===== src/rtl/mem_arbiter_pkg.sv =====
// Shared types for the two-port memory arbiter: FSM state encoding and owner codes.
package arb_pkg;

    typedef enum logic [1:0] {
        IDLE = 2'd0,
        BUSY = 2'd1,
        DONE = 2'd2
    } arb_state_t;

    localparam logic OWN_FETCH = 1'b0;
    localparam logic OWN_DATA  = 1'b1;

endpackage


===== src/rtl/mem_arbiter_rr_pick2.sv =====
// Two-way round-robin pick: a lone requester always wins, a tie goes to the one not served last.
module rr_pick2
    import arb_pkg::*;
(
    input  logic req_f,
    input  logic req_d,
    input  logic last,
    output logic win
);

    always_comb begin
        if (req_f && req_d) begin
            win = ~last;
        end else if (req_d) begin
            win = OWN_DATA;
        end else begin
            win = OWN_FETCH;
        end
    end

endmodule


===== src/rtl/mem_arbiter.sv =====
// Fetch/data memory arbiter with round-robin grant and a single outstanding access.
// Optional BUSY timeout abort is built when ARB_TIMEOUT_EN is defined.
//
// state | meaning
// IDLE  | no access in flight; arbitrate and latch the winner's payload
// BUSY  | mem_req asserted from the latched payload, waiting on mem_ready
// DONE  | one-cycle ack (and err on abort) to the owner, update last-served
module mem_arbiter
    import arb_pkg::*;
#(
    parameter int ADDR_W  = 8,
    parameter int DATA_W  = 8,
    parameter int TIMEOUT = 15
) (
    input  logic              clk,
    input  logic              rst,
    input  logic              f_req,
    input  logic [ADDR_W-1:0] f_addr,
    output logic              f_ack,
    output logic [DATA_W-1:0] f_rdata,
    input  logic              d_req,
    input  logic              d_we,
    input  logic [ADDR_W-1:0] d_addr,
    input  logic [DATA_W-1:0] d_wdata,
    output logic              d_ack,
    output logic [DATA_W-1:0] d_rdata,
    output logic              mem_req,
    output logic              mem_we,
    output logic [ADDR_W-1:0] mem_addr,
    output logic [DATA_W-1:0] mem_wdata,
    input  logic [DATA_W-1:0] mem_rdata,
    input  logic              mem_ready,
    output logic              err,
    output logic              owner
);

    arb_state_t        state_q, state_d;
    logic              last_q, grant_q, win, owner_i, to_fire;
    logic [ADDR_W-1:0] addr_q;
    logic              we_q;
    logic [DATA_W-1:0] wdata_q;

    rr_pick2 u_pick (
        .req_f (f_req),
        .req_d (d_req),
        .last  (last_q),
        .win   (win)
    );

`ifdef ARB_TIMEOUT_EN
    localparam int CNT_W = $clog2(TIMEOUT + 1);
    logic [CNT_W-1:0] cnt_q;
    logic             to_q;

    // Abort on the BUSY cycle whose increment would reach TIMEOUT.
    assign to_fire = (state_q == BUSY) && !mem_ready && (cnt_q == CNT_W'(TIMEOUT - 1));
    assign err     = (state_q == DONE) && to_q;

    always_ff @(posedge clk or negedge rst) begin
        if (!rst) begin
            cnt_q <= '0;
            to_q  <= 1'b0;
        end else begin
            if (state_q != BUSY) begin
                cnt_q <= '0;
            end else if (!mem_ready) begin
                cnt_q <= cnt_q + 1'b1;
            end
            if (state_q == BUSY) begin
                to_q <= to_fire;
            end
        end
    end
`else
    assign to_fire = 1'b0;
    assign err     = 1'b0;
`endif

    always_ff @(posedge clk or negedge rst) begin
        if (!rst) begin
            state_q <= IDLE;
        end else begin
            state_q <= state_d;
        end
    end

    always_comb begin
        state_d = state_q;
        mem_req = 1'b0;
        mem_we  = 1'b0;
        f_ack   = 1'b0;
        d_ack   = 1'b0;
        owner_i = last_q;
        case (state_q)
            IDLE: begin
                if (f_req || d_req) begin
                    state_d = BUSY;
                end
            end
            BUSY: begin
                mem_req = 1'b1;
                mem_we  = we_q;
                owner_i = grant_q;
                if (mem_ready || to_fire) begin
                    state_d = DONE;
                end
            end
            DONE: begin
                owner_i = grant_q;
                f_ack   = (grant_q == OWN_FETCH);
                d_ack   = (grant_q == OWN_DATA);
                state_d = IDLE;
            end
            default: state_d = IDLE;
        endcase
    end

    // last_q resets to data, so owner is masked while reset is held.
    assign owner     = owner_i & rst;
    assign mem_addr  = addr_q;
    assign mem_wdata = wdata_q;

    always_ff @(posedge clk or negedge rst) begin
        if (!rst) begin
            last_q  <= OWN_DATA;
            grant_q <= OWN_FETCH;
            addr_q  <= '0;
            we_q    <= 1'b0;
            wdata_q <= '0;
            f_rdata <= '0;
            d_rdata <= '0;
        end else begin
            if (state_q == IDLE && (f_req || d_req)) begin
                grant_q <= win;
                if (win == OWN_DATA) begin
                    addr_q  <= d_addr;
                    we_q    <= d_we;
                    wdata_q <= d_wdata;
                end else begin
                    addr_q  <= f_addr;
                    we_q    <= 1'b0;
                    wdata_q <= '0;
                end
            end
            if (state_q == BUSY && mem_ready) begin
                if (grant_q == OWN_FETCH) begin
                    f_rdata <= mem_rdata;
                end else begin
                    d_rdata <= mem_rdata;
                end
            end
            if (state_q == DONE) begin
                last_q <= grant_q;
            end
        end
    end

endmodule

===== config.mk =====
export PLATFORM = sky130hd
export DESIGN_NAME = mem_arbiter
export DESIGN_NICKNAME = d
export VERILOG_FILES = /design/src/rtl/mem_arbiter_pkg.sv /design/src/rtl/mem_arbiter_rr_pick2.sv /design/src/rtl/mem_arbiter.sv
export SDC_FILE = /design/constraint.sdc
export NUM_CORES = 1
export LEC_CHECK = 0
export CAP_MARGIN = 10
export CORE_MARGIN = 3
export CORE_UTILIZATION = 43
export DETAILED_ROUTE_END_ITERATION = 6
export PLACE_DENSITY = 0.95
export SLEW_MARGIN = 0
export SYNTH_ARGS = -nofsm -noshare
export SYNTH_HDL_FRONTEND = slang
export SYNTH_SLANG_ARGS = --single-unit

===== constraint.sdc =====
create_clock -name clk -period 3.4 [get_ports clk]
set_clock_uncertainty 0.15 [all_clocks]
set_input_delay 0.51 -clock clk [delete_from_list [all_inputs] [get_ports clk]]
set_output_delay 0.51 -clock clk [all_outputs]
set_load 0.05 [all_outputs]

==> run_results.csv, run 1 <==
group,metric,value,unit
run_status,status,"finished, final reports clean",
worst_setup_path,r2r_end,"state_q[1]",
timing,timing.slew.headroom,47.98,%
placement,place_congestion,0.7827,
placement,io_buffers,74,
placement,dpl-instance-area,2362,sq um
floorplan,fp.dieW,66.91,microns
cells_and_area,final_cell_mix,"clkdlybuf4s50_1 (73), dfrtp_1 (36), mux2_2 (18)",
yosys,synth_nets,166,
worst_setup_path,startpoint_type,"flip-flop",
timing,rsz0062_at_grt,"false",
yosys,yosysUniqueCellTypes,25,
global_routing,grt-ovfl-total,0,
power,powerDensity,1147,nW/um^2
yosys,synth_area_leader_cell,"dfrtp_1",
clocking,tritoncts,"done",
floorplan,dieArea,4477,sq um
timing,slew_violations,0,
power,leakage,1.050,nW
cells_and_area,final_nets,244,
floorplan,start_util,46.35,%
timing,clock.fmax,0.3627,GHz
global_routing,grt_usage,19.13,%
yosys,synth_area,1595,sq um
cells_and_area,diodes,0,
timing,fin_setup_tns,0,ns
clocking,cts_buffers,5,
clocking,clk-insertion-delay-late,0.28,ns
timing,tightest_slew,0.7801,ns
worst_setup_path,crit_buf_inv,2,
worst_setup_path,r2r_start,"state_q[1]",
global_routing,antenna_found_initial,0,
floorplan,die_height,66.91,microns
clocking,postCtsSetupRepairBufs,0,
power,finalPower,0.002801,W
yosys,ys_top_cells_by_area,"dfrtp_1 (56%), mux2_2 (13%), a22o_2 (5.6%), a21oi_1 (5.3%), ha_1 (3.1%)",
global_routing,grt_pass1_wl,6196,microns
drt,routed_wl,3864,microns
worst_setup_path,arrival,2.10,ns
drt,ant_nets,0,
worst_setup_path,cp.required,2.74,ns
worst_setup_path,worstPathCellList,"inv_1 -> ha_1 -> mux2i_1 -> nor2b_1 -> clkdlybuf4s50_1",
drt,vias,1218,
drt,post-route-drc-count,0,
global_routing,grt_max_degree,38,
timing,setup_ws,0.6428,ns
yosys,netlist_instances,124,
yosys,synth.avg_cell_area,12.87,sq um
cells_and_area,regArea,927.1,sq um
worst_setup_path,reg2reg_setup_slack,1.68,ns
min_path,hold_class,"input port to asynchronous set/reset pin",
worst_setup_path,cp_top_family,"buffers and inverters",
floorplan,rows,21,
worst_setup_path,end_kind,"primary output",
cells_and_area,synthToLayoutAreaGrowth,53.10,%
drt,wl_per_cell,15.52,microns
drt,drt-initial-drc-count,86,
cells_and_area,final_common_cell,"clkdlybuf4s50_1",
timing,setup_viol,0,
timing,hold_ws,0.1380,ns
cells_and_area,multiInputGateArea,626.9,sq um
timing,finalCritPeriodShare,81.09,%
clocking,cts.sinks,37,
worst_setup_path,path_class,"flip-flop to primary output",
cells_and_area,drive_gt1_share,20.69,%
cells_and_area,fin_area,2442,sq um
placement,place_hpwl,2897,microns
worst_setup_path,worst_path_max_delay_cell,"clkdlybuf4s50_1",
floorplan,coreArea,3442,sq um
cells_and_area,nFillCells,248,
power,ir_drop,567.8,uV
worst_setup_path,cpPeakStageDelay,0.80,ns
timing,finalCriticalPeriod,2.757,ns
worst_setup_path,r2r_cells,5,
yosys,ys_ff_latch,37,
yosys,synth-warning-count,0,
worst_setup_path,path_max_fanout,3,
timing,hold_viol_final,0,
clocking,cts_root_buf,"clkbuf_8",
clocking,h-tree-depth,2,
clocking,cts.repair.resized,0,
yosys,synth_top_area_share,56.47,%
drt,via_per_inst,4.892,
global_routing,grt_pass1_vias,1249,
job,maxCapViolations,0,
yosys,ys_seq_area_share,58.12,%
floorplan,ioPinCount,76,
placement,preCtsSetupSlack,0.9596,ns
clocking,worst_setup_hold_path_clk_slew,0.07,ns
clocking,clockBufferDepth,2,
clocking,hold_buffers,0,
drt,firstDrtPassIters,5,
[final cells by class]
class,count,area share (%)
Tap cell,46,2.357
Timing Repair Buffer,75,30.43
Inverter,2,0.3074
Multi-Input combinational cell,81,25.67
Sequential cell,37,37.96
Clock buffer,8,3.279
[sequential cells by signal (all words and copies together), names as in the netlist]
signal,flops
f_rdata,8
state_q,2
mem_wdata,8
last_q,1
grant_q,1
we_q,1
mem_addr,8
d_rdata,8
[worst reg2reg max path: stages (launching register included)]
cell	delay (ns)
dfrtp_1	0.38
inv_1	0.09
ha_1	0.26
nor2b_1	0.18
a21oi_1	0.19
mux2_2	0.36
[cell usage after synthesis, drive strengths merged]
library cell	number
mux2	18
dfstp	1
nand2	8
inv	2
nand3	1
and2	3
ha	4
conb	1
a21oi	17
o21ai	1
nor2	9
nor2b	3
a22o	9
nand3b	1
a21o	1
mux2i	1
o22ai	1
a21boi	1
a21bo	1
buf	4
o21a	1
dfrtp	36
[metal layers]
| layer | GRT usage [%] | wire, microns |
|---|---|---|
| met2 | 31.68 | 2114 |
| met5 | 0 | 0 |
| met1 | 23.38 | 1552 |
| met3 | 6.071 | 155 |
| met4 | 6.582 | 41 |
[where the power goes]
group | internal (W) | switching [W]
clock | 0.000145 | 0.000139
combinational | 0.000637 | 0.00109
sequential | 0.000664 | 0.000127
[worst max path at each step]
stage               startpoint     to  slack [ns]  depth (start not counted)
detailed placement  state_q[0]  owner        0.96                          5
CTS                 state_q[0]  owner        0.64                          5
floorplan           state_q[0]  owner        1.20                          4
global placement    state_q[0]  owner        0.97                          5
finish              state_q[0]  owner        0.64                          5
global route        state_q[1]  owner        0.55                          5
[logic make-up (layout without fill, tap and decap cells)]
kind of cell | after synthesis | count (layout) | share of synthesized area, %
flops | 37 | 37 | 58.12
compound gates | 32 | 32 | 14.75
simple gates | 25 | 25 | 7.843
mux | 19 | 19 | 13.33
buf+inv | 6 | 85 | 2.588
fa+ha+maj | 4 | 4 | 3.137
other cells | 1 | 1 | 0.2351
[metrics by stage]
stage                     cells  util [%]
final                       249     70.96
after global routing        249     70.96
after CTS                   249     70.96
after detailed placement    241     68.63
after global placement      241     68.63
after floorplan             124         -
(Power assumes the default switching activity.)
==> run 2: changes to the inputs <==
- CORE_UTILIZATION: 43 -> 36
- PLACE_DENSITY: 0.95 -> 0.87
- clock period: 3.4 -> 2.3 ns (I/O delays scaled with it)
==> run_results.csv, run 2 (synthesis results as in run 1) <==
group,metric,value,unit
run_status,status,"finished, final reports clean",
global_routing,grt_pass1_wl,5899,microns
worst_setup_path,cpPeakStageDelay,0.37,ns
worst_setup_path,reg2reg_setup_slack,0.64,ns
timing,hold_viol_final,0,
clocking,cts.sinks,37,
power,pwr-share-seq,27.3,%
floorplan,rows,23,
drt,firstDrtPassIters,4,
global_routing,grt_pass1_vias,1271,
worst_setup_path,path_max_fanout,3,
drt,routed_wl,3783,microns
worst_setup_path,r2r_start,"state_q[1]",
worst_setup_path,arrival,1.55,ns
min_path,whs_path_depth,1,
floorplan,fp.dieW,72.57,microns
floorplan,start_util,38.50,%
worst_setup_path,startpoint_type,"flip-flop",
drt,wl_per_cell,14.84,microns
cells_and_area,final_cell_mix,"clkdlybuf4s50_1 (68), dfrtp_1 (36), mux2_2 (18)",
global_routing,grt_usage,14.50,%
placement,place_hpwl,2824,microns
timing,setup_viol,0,
cells_and_area,diodes,0,
min_path,min_from,"d_rdata[6]",
timing,slew_violations,0,
cells_and_area,final_nets,246,
floorplan,dieArea,5266,sq um
power,power.internal,0.002294,W
worst_setup_path,cp_top_family,"flip-flops",
worst_setup_path,worst_path_max_delay_cell,"dfrtp_1",
cells_and_area,final_common_cell,"clkdlybuf4s50_1",
power,pwr-share-comb,59.2,%
worst_setup_path,path_depth,5,
drt,drt-initial-drc-count,73,
floorplan,ioPinCount,76,
clocking,postCtsSetupRepairBufs,0,
floorplan,die_height,72.57,microns
clocking,clockBufferDepth,2,
clocking,cts_buffers,5,
worst_setup_path,end_kind,"primary output",
power,swShare,46.77,%
timing,clock.fmax,0.4893,GHz
power,p_clk_share,13.5,%
cells_and_area,synthToLayoutAreaGrowth,57.02,%
timing,timing.slew.headroom,65.94,%
timing,fin_setup_tns,0,ns
clocking,clk-insertion-delay-late,0.28,ns
job,maxCapViolations,0,
timing,rsz0062_at_grt,"false",
power,finalPower,0.004309,W
worst_setup_path,r2r_cells,5,
timing,finalCriticalPeriod,2.044,ns
clocking,cts_root_buf,"clkbuf_8",
global_routing,grt_max_degree,38,
clocking,tritoncts,"done",
floorplan,coreArea,4144,sq um
worst_setup_path,path_class,"flip-flop to primary output",
power,powerDensity,1720,nW/um^2
timing,hold_ws,0.3564,ns
clocking,worst_setup_hold_path_clk_slew,0.07,ns
min_path,min_to,"d_rdata[6]",
drt,ant_nets,0,
placement,io_buffers,74,
power,ir_drop,839.2,uV
min_path,hold_class,"flip-flop to flip-flop",
worst_setup_path,worstPathCellList,"inv_1 -> ha_1 -> mux2i_1 -> nor2b_1 -> buf_12",
global_routing,grt-ovfl-total,0,
drt,via_per_inst,4.839,
cells_and_area,fin_area,2505,sq um
timing,finalCritPeriodShare,88.86,%
power,leakage,1.088,nW
placement,place_congestion,0.8129,
drt,vias,1234,
cells_and_area,drive_gt1_share,24.88,%
placement,dpl-instance-area,2375,sq um
global_routing,antenna_found_initial,0,
worst_setup_path,cp.required,1.80,ns
worst_setup_path,crit_buf_inv,2,
clocking,h-tree-depth,2,
power,p_switching,0.002015,W
worst_setup_path,r2r_end,"state_q[1]",
timing,tightest_slew,0.5094,ns
drt,post-route-drc-count,0,
-- run 2: cell types whose count changed in the layout (fill, tap and decap cells not counted), sizes merged --
cell and delta:
clkdlybuf4s50 -5, dlygate4sd3 +1, clkinvlp +1, clkbuf -2, buf +6, bufinv +1
-- run 2: layout make-up --
cell class                      instances  area, sq um
Tap cell                               50        62.56
Sequential cell                        37        927.1
Clock inverter                          2        37.54
Timing Repair Buffer                   77        760.7
Inverter                                2        7.507
Fill cell                             363         1639
Clock buffer                            6        82.58
Multi-Input combinational cell         81        626.9
-- run 2: worst max path at each step --
stage | end | from | slack, ns
global route | owner | state_q[0] | 0.15
global placement | state_q[1] | f_req | 0.47
finish | owner | state_q[0] | 0.26
floorplan | owner | state_q[0] | 0.27
detailed placement | state_q[1] | f_req | 0.45
CTS | owner | state_q[0] | 0.24
-- run 2: per-layer routing --
| layer | track usage [%] | part of all wire, % | routed length [microns] | vias to the layer above |
|---|---|---|---|---|
| li1 | - | - | - | 593 |
| met1 | 17.63 | 43 | 1625 | 598 |
| met2 | 24.65 | 50 | 1903 | 41 |
| met3 | 5.372 | 6.5 | 246 | 2 |
| met4 | 3.074 | 0.21 | 8 | 0 |
| met5 | 0 | 0 | 0 | - |
-- run 2: what timing repair did --
item / 4_1_cts / 5_1_grt
hold buffers: 1 / 0
gates resized for setup: 0 / 0
endpoints found under the hold margin: 36 / 0
-- run 2: worst register-to-register path, delay by kind of cell, from the launching register on --
kind	cells	cell delay, ns
DFF	1	0.37
muxes	1	0.35
adders and majority gates	1	0.26
and+or+nand+nor	1	0.17
AOI/OAI and AO/OA	1	0.17
buffers and inverters	1	0.09
-- run 2: through the flow --
| stage | worst slack [ns] | std cells | utilization (%) |
|---|---|---|---|
| floorplan | 0.2696 | 124 | - |
| global placement | 0.4718 | 246 | 57.31 |
| detailed placement | 0.4522 | 246 | 57.31 |
| CTS | 0.2406 | 255 | 60.45 |
| global route | 0.1519 | 255 | 60.45 |
| finish | 0.2561 | 255 | 60.45 |
-- run 2: power groups by stage --
stage | combinational, W | clock (W) | sequential, W
2_1_floorplan | 0.000752 | 0 | 0.00214
3_3_place_gp | 0.00253 | 0 | 0.00119
3_5_place_dp | 0.00257 | 0 | 0.00119
4_1_cts | 0.00257 | 0.000597 | 0.00118
5_1_grt | 0.00267 | 0.000628 | 0.00122
6_report | 0.00255 | 0.000580 | 0.00118
==> run 3: changes to the inputs <==
- GPL_ROUTABILITY_DRIVEN: default -> 1
==> results of run 3 <==
Final layout, timing and power as in run 2 (identical DEF).
